### src/rtl/mmio_bridge_pkg.sv
// Shared definitions for mmio_bridge: I/O decode constants, FSM encoding and
// the read-return select.
package mmio_bridge_pkg;

  localparam logic [2:0] IO_UART   = 3'd0;
  localparam logic [2:0] IO_CLK    = 3'd4;
  localparam logic [2:0] IO_CLK_B1 = 3'd5;
  localparam logic [2:0] IO_CLK_B2 = 3'd6;
  localparam logic [2:0] IO_CLK_B3 = 3'd7;
  localparam logic [1:0] IO_REGION = 2'b11;

  typedef enum logic [1:0] {
    ST_RUN   = 2'd0,
    ST_DRAIN = 2'd1,
    ST_HALT  = 2'd2
  } stop_state_e;

  typedef enum logic {
    SEL_RAM = 1'b0,
    SEL_IO  = 1'b1
  } rd_sel_e;

endpackage

### src/rtl/mmio_bridge_byte_fifo.sv
// byte_fifo: power-of-two depth byte FIFO with wrapping pointers and a
// one-bit-wider occupancy count. A push while full is accepted only with a pop.
module byte_fifo #(
  parameter int DEPTH = 16
) (
  input  logic                     clk_in,
  input  logic                     rst_in,
  input  logic                     push_i,
  input  logic [7:0]               din_i,
  input  logic                     pop_i,
  output logic [7:0]               head_o,
  output logic [$clog2(DEPTH):0]   count_o,
  output logic                     full_o,
  output logic                     empty_o
);

  localparam int AW = $clog2(DEPTH);

  logic [7:0]    mem_q [DEPTH];
  logic [AW-1:0] wr_ptr_q, rd_ptr_q;
  logic [AW:0]   count_q;
  logic          push_ok, pop_ok;

  assign empty_o = (count_q == '0);
  assign full_o  = (count_q == (AW+1)'(DEPTH));
  assign count_o = count_q;
  assign pop_ok  = pop_i & ~empty_o;
  assign push_ok = push_i & (~full_o | pop_ok);
  assign head_o  = empty_o ? 8'h00 : mem_q[rd_ptr_q];

  // NOTE: storage has no reset; only pointers and count define what is valid.
  always_ff @(posedge clk_in) begin
    if (push_ok) mem_q[wr_ptr_q] <= din_i;
  end

  always_ff @(posedge clk_in or negedge rst_in) begin
    if (!rst_in) begin
      wr_ptr_q <= '0;
      rd_ptr_q <= '0;
      count_q  <= '0;
    end else begin
      if (push_ok) wr_ptr_q <= wr_ptr_q + 1'b1;
      if (pop_ok)  rd_ptr_q <= rd_ptr_q + 1'b1;
      count_q <= count_q + (AW+1)'(push_ok) - (AW+1)'(pop_ok);
    end
  end

endmodule

### src/rtl/mmio_bridge.sv
// mmio_bridge: decodes CPU byte-bus cycles to RAM or the I/O window, queues
// UART TX bytes, snapshots the cycle counter, sequences stop/drain/halt.
// Optional MMIO_RX_EN enables the UART RX read path at I/O offset 0.
module mmio_bridge
  import mmio_bridge_pkg::*;
#(
  parameter int TX_DEPTH   = 16,
  parameter int FULL_SLACK = 2
) (
  input  logic        clk_in,
  input  logic        rst_in,
  input  logic        rdy_in,
  input  logic [31:0] cpu_a,
  input  logic        cpu_wr,
  input  logic [7:0]  cpu_dout,
  output logic [7:0]  cpu_din,
  output logic        io_buffer_full,
  output logic [16:0] ram_a,
  output logic        ram_we,
  output logic [7:0]  ram_din,
  input  logic [7:0]  ram_dout,
  output logic [7:0]  tx_data,
  output logic        tx_valid,
  input  logic        tx_ready,
  input  logic [7:0]  rx_data,
  input  logic        rx_valid,
  output logic        rx_ready,
  output logic        program_stop,
  output logic        tx_overflow
);

  localparam int CW = $clog2(TX_DEPTH) + 1;
  localparam logic [CW-1:0] FULL_LVL = CW'(TX_DEPTH - FULL_SLACK);

  stop_state_e   state_q;
  rd_sel_e       rd_sel_q;
  logic [31:0]   cnt_q, snap_q;
  logic [7:0]    io_byte_q, io_byte_d, hold_q, uart_rd_byte, fifo_din;
  logic          rd_pend_q, full_q, ovf_q, stop_q;
  logic          io, halted, wr_ok, rd, uart_wr, stop_req;
  logic          fifo_push, fifo_pop, fifo_full, fifo_empty, push_ok;
  logic [CW-1:0] fifo_count, count_post;
  logic [2:0]    off;
  logic          unused_addr;

  assign io     = (cpu_a[17:16] == IO_REGION);
  assign off    = cpu_a[2:0];
  assign halted = (state_q == ST_HALT);
  assign wr_ok  = rdy_in & cpu_wr & ~halted;
  assign rd     = rdy_in & ~cpu_wr;
  assign unused_addr = &{1'b0, cpu_a[31:18]};

  assign ram_a   = cpu_a[16:0];
  assign ram_din = cpu_dout;
  assign ram_we  = wr_ok & ~io;

  // The stop marker is the only zero byte that may enter the FIFO.
  assign uart_wr   = wr_ok & io & (off == IO_UART) & (cpu_dout != 8'h00);
  assign stop_req  = wr_ok & io & (off == IO_CLK) & (state_q == ST_RUN);
  assign fifo_push = uart_wr | stop_req;
  assign fifo_din  = stop_req ? 8'h00 : cpu_dout;
  assign fifo_pop  = tx_valid & tx_ready;
  assign tx_valid  = ~fifo_empty;

  byte_fifo #(.DEPTH(TX_DEPTH)) u_tx_fifo (
    .clk_in  (clk_in),
    .rst_in  (rst_in),
    .push_i  (fifo_push),
    .din_i   (fifo_din),
    .pop_i   (fifo_pop),
    .head_o  (tx_data),
    .count_o (fifo_count),
    .full_o  (fifo_full),
    .empty_o (fifo_empty)
  );

  assign push_ok    = fifo_push & (~fifo_full | fifo_pop);
  assign count_post = fifo_count + CW'(push_ok) - CW'(fifo_pop);

`ifdef MMIO_RX_EN
  assign rx_ready     = rd & io & (off == IO_UART) & rx_valid;
  assign uart_rd_byte = rx_valid ? rx_data : 8'h00;
`else
  logic unused_rx;
  assign unused_rx    = &{1'b0, rx_data, rx_valid};
  assign rx_ready     = 1'b0;
  assign uart_rd_byte = 8'h00;
`endif

  always_comb begin
    io_byte_d = 8'h00;
    case (off)
      IO_UART:   io_byte_d = uart_rd_byte;
      IO_CLK:    io_byte_d = cnt_q[7:0];
      IO_CLK_B1: io_byte_d = snap_q[15:8];
      IO_CLK_B2: io_byte_d = snap_q[23:16];
      IO_CLK_B3: io_byte_d = snap_q[31:24];
      default:   io_byte_d = 8'h00;
    endcase
  end

  // RAM data only exists in the cycle after a read, so idle cycles replay hold_q.
  assign cpu_din = rd_pend_q ? ((rd_sel_q == SEL_IO) ? io_byte_q : ram_dout) : hold_q;

  assign io_buffer_full = full_q;
  assign tx_overflow    = ovf_q;
  assign program_stop   = stop_q;

  always_ff @(posedge clk_in or negedge rst_in) begin
    if (!rst_in) begin
      cnt_q     <= '0;
      snap_q    <= '0;
      rd_pend_q <= 1'b0;
      rd_sel_q  <= SEL_RAM;
      io_byte_q <= 8'h00;
      hold_q    <= 8'h00;
      full_q    <= 1'b0;
      ovf_q     <= 1'b0;
    end else begin
      cnt_q     <= cnt_q + 32'd1;
      rd_pend_q <= rd;
      hold_q    <= cpu_din;
      if (rd) begin
        rd_sel_q  <= io ? SEL_IO : SEL_RAM;
        io_byte_q <= io_byte_d;
      end
      if (rd & io & (off == IO_CLK)) snap_q <= cnt_q;
      full_q <= (count_post >= FULL_LVL);
      if (fifo_push & fifo_full & ~fifo_pop) ovf_q <= 1'b1;
    end
  end

  always_ff @(posedge clk_in or negedge rst_in) begin
    if (!rst_in) begin
      state_q <= ST_RUN;
      stop_q  <= 1'b0;
    end else begin
      case (state_q)
        ST_RUN:   if (stop_req) state_q <= ST_DRAIN;
        ST_DRAIN: if (fifo_empty & ~fifo_push) begin
          state_q <= ST_HALT;
          stop_q  <= 1'b1;
        end
        ST_HALT:  stop_q <= 1'b1;
        default:  state_q <= ST_RUN;
      endcase
    end
  end

endmodule
### config.mk
export PLATFORM = sky130hd
export DESIGN_NAME = mmio_bridge
export DESIGN_NICKNAME = d
export VERILOG_FILES = /design/src/rtl/mmio_bridge_pkg.sv /design/src/rtl/mmio_bridge_byte_fifo.sv /design/src/rtl/mmio_bridge.sv
export SDC_FILE = /design/constraint.sdc
export NUM_CORES = 1
export LEC_CHECK = 0
export CAP_MARGIN = 20
export CORE_MARGIN = 2
export CORE_UTILIZATION = 26
export DETAILED_ROUTE_END_ITERATION = 12
export PLACE_DENSITY = 0.52
export SKIP_LAST_GASP = 1
export SLEW_MARGIN = 30
export SYNTH_ARGS = -nofsm -noshare
export SYNTH_HDL_FRONTEND = slang
export SYNTH_HIERARCHICAL = 1
export SYNTH_SLANG_ARGS = --single-unit
### constraint.sdc
create_clock -name clk_in -period 3.55 [get_ports clk_in]
set_clock_uncertainty 0.15 [all_clocks]
set_input_delay 0.5325 -clock clk_in [delete_from_list [all_inputs] [get_ports clk_in]]
set_output_delay 0.5325 -clock clk_in [all_outputs]
set_load 0.005 [all_outputs]
Word-level counts from Yosys, hierarchy flattened:

Memory sizes are Yosys's and may differ from the RTL's.
Index checks and enable logic that the tools add are counted.

* bits in latches: 0
* bits in writable memories: 128
* register bits: 100
* memory bits (read-only): 0
* memories: 1
* word-level logic and storage cells: 80

Memory list
* u_tx_fifo.mem_q: words 16, bits a word 8, rd ports 1, clocked after memory_dff 0, write ports 1, line mmio_bridge_byte_fifo.sv:19 `logic [7:0] mem_q [DEPTH];`

* mux-type cells: 13
* reduce and logical (&&, ||, !) cells: 7
* order comparisons: 1
* divide/modulo/power cells: 0
* equality and inequality tests: 10
* add/sub/neg operators: 7
* shift operators: 0
* bitwise logic cells: 28
* $mul: 0

Operator list (count)
* $add 32x1->32 const B: 1
* $mux 8: 4
* $pmux 8 s4: 1
* $and 1x1->1: 18
* $eq 3x3->1 const B: 4
* $add 5x1->5: 2
* $sub 5x1->5: 2
* $add 4x1->4 const B: 2
* $reduce_bool 8->1: 1
* $not 1->1: 7
* $pmux 2 s3: 1
* $eq 5x5->1 const B: 1
* $ge 5x4->1 const B: 1
* $logic_not 5->1: 1
* $eq 2x2->1 const B: 2
* $mux 1: 4
* $mux 2: 2
* $ne 2x2->1 const B: 2
* $logic_not 3->1: 1
* $or 1x1->1: 3
* $reduce_and 3->1: 1
* $eq 2x1->1 const B: 1
* $logic_not 2->1: 1
* $pmux 1 s2: 1
* 2 further kinds: 2

Longest topological paths before layout:

* depth in word-level cells: 11
* depth in mapped cells: 16
* depth with buffers taken out: 16

Cells and area by module:

The synthesis kept the hierarchy.

Modules (own cells, without submodules)
* byte_fifo: sequential area each 4169.0 um^2, area an instance 5821.8 um^2, cells an instance 289, instances 1
* mmio_bridge: sequential area each 1976.9 um^2, area an instance 3963.8 um^2, cells an instance 348, instances 1

Worst setup path before layout:

Ideal clock, no wire load.

* path type: reg-to-reg
* start point: register u_tx_fifo.count_q[3] (netlist: u_tx_fifo/count_o[3])
* end point: register full_q (netlist: io_buffer_full)
* path buffers: 0
* cell stages (with the launch flop): 15
* data required time: 3.280 ns
* period minus slack after synthesis: 3.382 ns
* slack: 0.168 ns
* arrival: 3.112 ns
* path through: dfrtp_1 -> inv_1 -> ha_1 -> nor4b_4 -> inv_1 -> nand2_1 -> inv_1 -> ha_1 -> inv_1 -> ha_1 -> fa_1 -> nor2b_1 -> or2_2 -> a211o_1 -> a31o_2

* word-level cells in the longest chain between the ends: 8
* elaborated cells on any way between the ends: 10
* classes of those cells: 2 x add/sub; 1 x order compare; 1 x eq/ne; 5 x bitwise; 1 x reduce/logical

Ends and longest elaborated chain
* start: declaration: line mmio_bridge_byte_fifo.sv:21 `logic [AW:0] count_q;`
* start signal: assignment: line mmio_bridge_byte_fifo.sv:44 `count_q <= count_q + (AW+1)'(push_ok) - (AW+1)'(pop_ok);`
* $logic_not 5->1 *: line mmio_bridge_byte_fifo.sv:24 `assign empty_o = (count_q == '0);`
* named net fifo_empty: line mmio_bridge.sv:41 `logic fifo_push, fifo_pop, fifo_full, fifo_empty, push_ok;`
* $not 1->1 *: line mmio_bridge.sv:63 `assign tx_valid = ~fifo_empty;`
* named net tx_valid: line mmio_bridge.sv:23 `output logic tx_valid,`
* $and 1x1->1 *: line mmio_bridge.sv:62 `assign fifo_pop = tx_valid & tx_ready;`
* named net fifo_pop: line mmio_bridge.sv:41
* $or 1x1->1: line mmio_bridge.sv:77 `assign push_ok = fifo_push & (~fifo_full | fifo_pop);`
* $and 1x1->1: line mmio_bridge.sv:77
* $add 5x1->5: line mmio_bridge.sv:78 `assign count_post = fifo_count + CW'(push_ok) - CW'(fifo_pop);`
* $sub 5x1->5 *: line mmio_bridge.sv:78
* $ge 5x4->1 *: line mmio_bridge.sv:128 `full_q <= (count_post >= FULL_LVL);`
* end signal: assignment: line mmio_bridge.sv:128
* end: declaration: line mmio_bridge.sv:39 `logic rd_pend_q, full_q, ovf_q, stop_q;`

Mark *: on every way through the listed nets, which the timed path passes. The rest lies on a longest branch.
A chain may end at the register's enable or synchronous reset.

Worst setup path after layout:

* start point: register u_tx_fifo.rd_ptr_q[0]
* end point: output tx_data[5]

* word-level cells in the longest chain between the ends: 2

Ends and longest elaborated chain
* start: declaration: line mmio_bridge_byte_fifo.sv:20 `logic [AW-1:0] wr_ptr_q, rd_ptr_q;`
* start signal: assignment: line mmio_bridge_byte_fifo.sv:43 `if (pop_ok) rd_ptr_q <= rd_ptr_q + 1'b1;`
* $mem_v2 16x8
* $mux 8: line mmio_bridge_byte_fifo.sv:29 `assign head_o = empty_o ? 8'h00 : mem_q[rd_ptr_q];`
* end: declaration: line mmio_bridge.sv:22 `output logic [7:0] tx_data,`

No other way between the ends.

==> flow_summary.yaml <==
placement:
  portBuffers: 58
  pre_cts_ws_ns: -0.177
  dp_hpwl_um: 14300
  gp_congestion: 0.717
logic_synthesis:
  netlist.area_leader.share_pct: 39.3
  syn-num-nets: 718
  synthCells: 637
  synth_top_cells_by_count: "edfxtp_1, dfrtp_1, nand2_1, xnor2_1, buf_4"
  ys_seq_elements: 220
  synth_cell_types: 50
  synth-edff-count: 128
  synth_ff_type: "edfxtp_1"
  synthTopCellsByArea: "edfxtp_1, dfrtp_1, mux4_2"
  synth_top_area_cell: "edfxtp_1"
  yosysWarnings: 6
  yosysMostFrequentCell: "edfxtp_1"
  syn-cell-area_mm2: 0.00979
  ys_seq_area_share_pct: 62.8
  async_flop_share_pct: 41.8
  avgSynthCellArea_um2: 15.4
cts:
  clock_path_buffers: 3
  clock_latency_ns: 0.50
  h-tree-depth: 1
  cts_tree: "done"
  clk_pin_slew_ns: 0.06
  cts_sinks: 220
  cts_root_buf: "clkbuf_16"
  cts_buffers: 24
timing:
  finalCriticalPeriod_ns: 3.44
  rsz0062_at_grt: "no"
  setup-violations-final: 0
  setup_slack_ns: 0.109
  hold_ws_ns: 0.321
  fmax_mhz: 291
  tightestPinTransition_ns: 0.962
  slew-limit-headroom_pct: 35.6
  maxSlewViolCount: 0
  finalHoldViolCount: 0
  min_period_over_period_pct: 96.9
routing:
  via_per_inst: 4.36
  drtPass1Iterations: 4
  drc: 0
  antenna_left: 0
  vias: 5410
  drt_iter0_drc: 252
  wirelength_um: 21100
  detail_route.wl_per_cell_um: 17.0
critical_path:
  ff2ff_path_depth: 14
  cp-start-kind: "flop"
  end_kind: "primary output"
  reg2reg_from: "u_tx_fifo/count_o[2]"
  required_ns: 2.87
  ff2ff_setup_slack_ns: 0.21
  crit_fanout: 11
  crit_type: "reg2out"
  r2r_end: "io_buffer_full"
  worst_ep_arrival_time_ns: 2.76
global_routing:
  grt_pass1_wl_um: 32800
  track_usage_pct: 11.0
  first_global_vias: 5552
  grt_max_degree: 93
  antenna_found_initial: 0
  grt_overflow: 0
die:
  die_h_um: 198
  ios: 109
  row_count: 71
  dieArea_mm2: 0.0392
  core_mm2: 0.0374
  dieWidth_um: 198
  start_util_pct: 26.2
layout:
  nNetsFinal: 793
  fillCellCount: 3689
  drive_gt1_share_pct: 21.5
  n_antenna_cell: 0
  synthToLayoutAreaGrowth_pct: 21.3
pwr:
  finalPower_mw: 7.40
  vdd_ir_drop_max_mv: 0.323
  powerDensity_mw_per_mm2: 623
  p_leak_nw: 4.58
min_path:
  hold_class: "reg2reg"
  whs_path_depth: 1
  hold_end: "cnt_q[31]"
  hold_start: "cnt_q[31]"
status:
  status: "complete, no violations"
job:
  cap_violations: 0
-- cells in the final DEF, fill, tap and decap left out, types with 12 or more instances in the layout --
master	instances
edfxtp_1	128
xnor2_1	31
dfrtp_1	91
mux4_1	17
ha_1	17
buf_4	37
nor2_1	28
nand4_1	12
mux2i_1	16
clkbuf_16	25
inv_1	23
nand2_1	35
clkdlybuf4s50_1	57
nand3_1	22
mux4_2	23
mux2_2	24
a21oi_1	15
-- report_power, final --
part           internal, mW  switching (mW)
Clock                  1.54           0.996
Sequential             2.80           0.110
Combinational          1.07           0.882
-- worst max-delay path: stages (launching register included) --
cell and delay [ns]:
dfrtp_4 0.43, buf_12 0.15, mux4_2 0.53, nor2b_1 0.15
a211oi_1 0.35, a211oi_1 0.14, clkdlybuf4s50_1 0.51
-- repair_timing --
item | in CTS | in global routing
hold buffers | 1 | 0
hold endpoints to repair | 92 | 0
buffers inserted | 3 | 0
gates resized for setup | 1 | 5
endpoints found under the setup margin | 8 | 5
-- kinds of logic after synthesis --
logic type	synth area share, %
simple gates	8.82
other cells	0.0383
buf+inv	4.62
xor+xnor	3.76
fa+ha+maj	2.58
mux	14.3
compound gates	3.12
flops	62.8
-- per-layer routing --
layer	share of wire, %	vias up	global-route usage, %	wire length [µm]
li1	-	2512	-	-
met1	46	2759	15.3	9760
met2	47	108	17.7	9890
met3	5.1	31	2.23	1070
met4	2.0	0	2.76	413
met5	0	-	0	0
-- sequential cells by signal, summed over array words and instances (netlist names) --
name	count
cnt_q	32
hold_q	8
io_buffer_full	1
io_byte_q	8
program_stop	1
rd_pend_q	1
rd_sel_q	1
snap_q	24
state_q	2
tx_overflow	1
u_tx_fifo/count_o	5
u_tx_fifo/mem_q	128
u_tx_fifo/rd_ptr_q	4
u_tx_fifo/wr_ptr_q	4
-- stage by stage --
stage          setup TNS, ns  utilization [%]  instance area (µm²)  std cells
6_report                   0             31.7                11900       1241
5_1_grt                    0             31.7                11900       1241
4_1_cts                    0             31.7                11800       1241
3_5_place_dp           -5.68             29.4                11000       1193
3_3_place_gp           -4.93             29.3                11000       1193
2_1_floorplan              0                -                 9790        637
-- how the worst max path moves through the flow --
stage / from / end / slack (ns) / cells past startpoint
2_1_floorplan: u_tx_fifo/count_o[3] / io_buffer_full / 0.17 / 14
3_3_place_gp: cpu_dout[6] / io_buffer_full / -0.20 / 12
3_5_place_dp: cpu_dout[6] / io_buffer_full / -0.18 / 12
4_1_cts: u_tx_fifo/rd_ptr_q[0] / tx_data[1] / 0.0007 / 6
5_1_grt: u_tx_fifo/count_o[3] / io_buffer_full / 0.009 / 14
6_report: u_tx_fifo/rd_ptr_q[0] / tx_data[5] / 0.11 / 6
-- layout make-up --
cell class	instances	area [µm²]	share of cell area (%)
clock buffers	35	713	6.01
clock inverters	9	108	0.906
inverters	24	90.1	0.759
multi-input cells	343	3230	27.2
flip-flops and latches	220	6150	51.8
well taps	511	639	5.39
repair buffers	99	938	7.90
No activity file was read; power rests on OpenSTA's default activity.
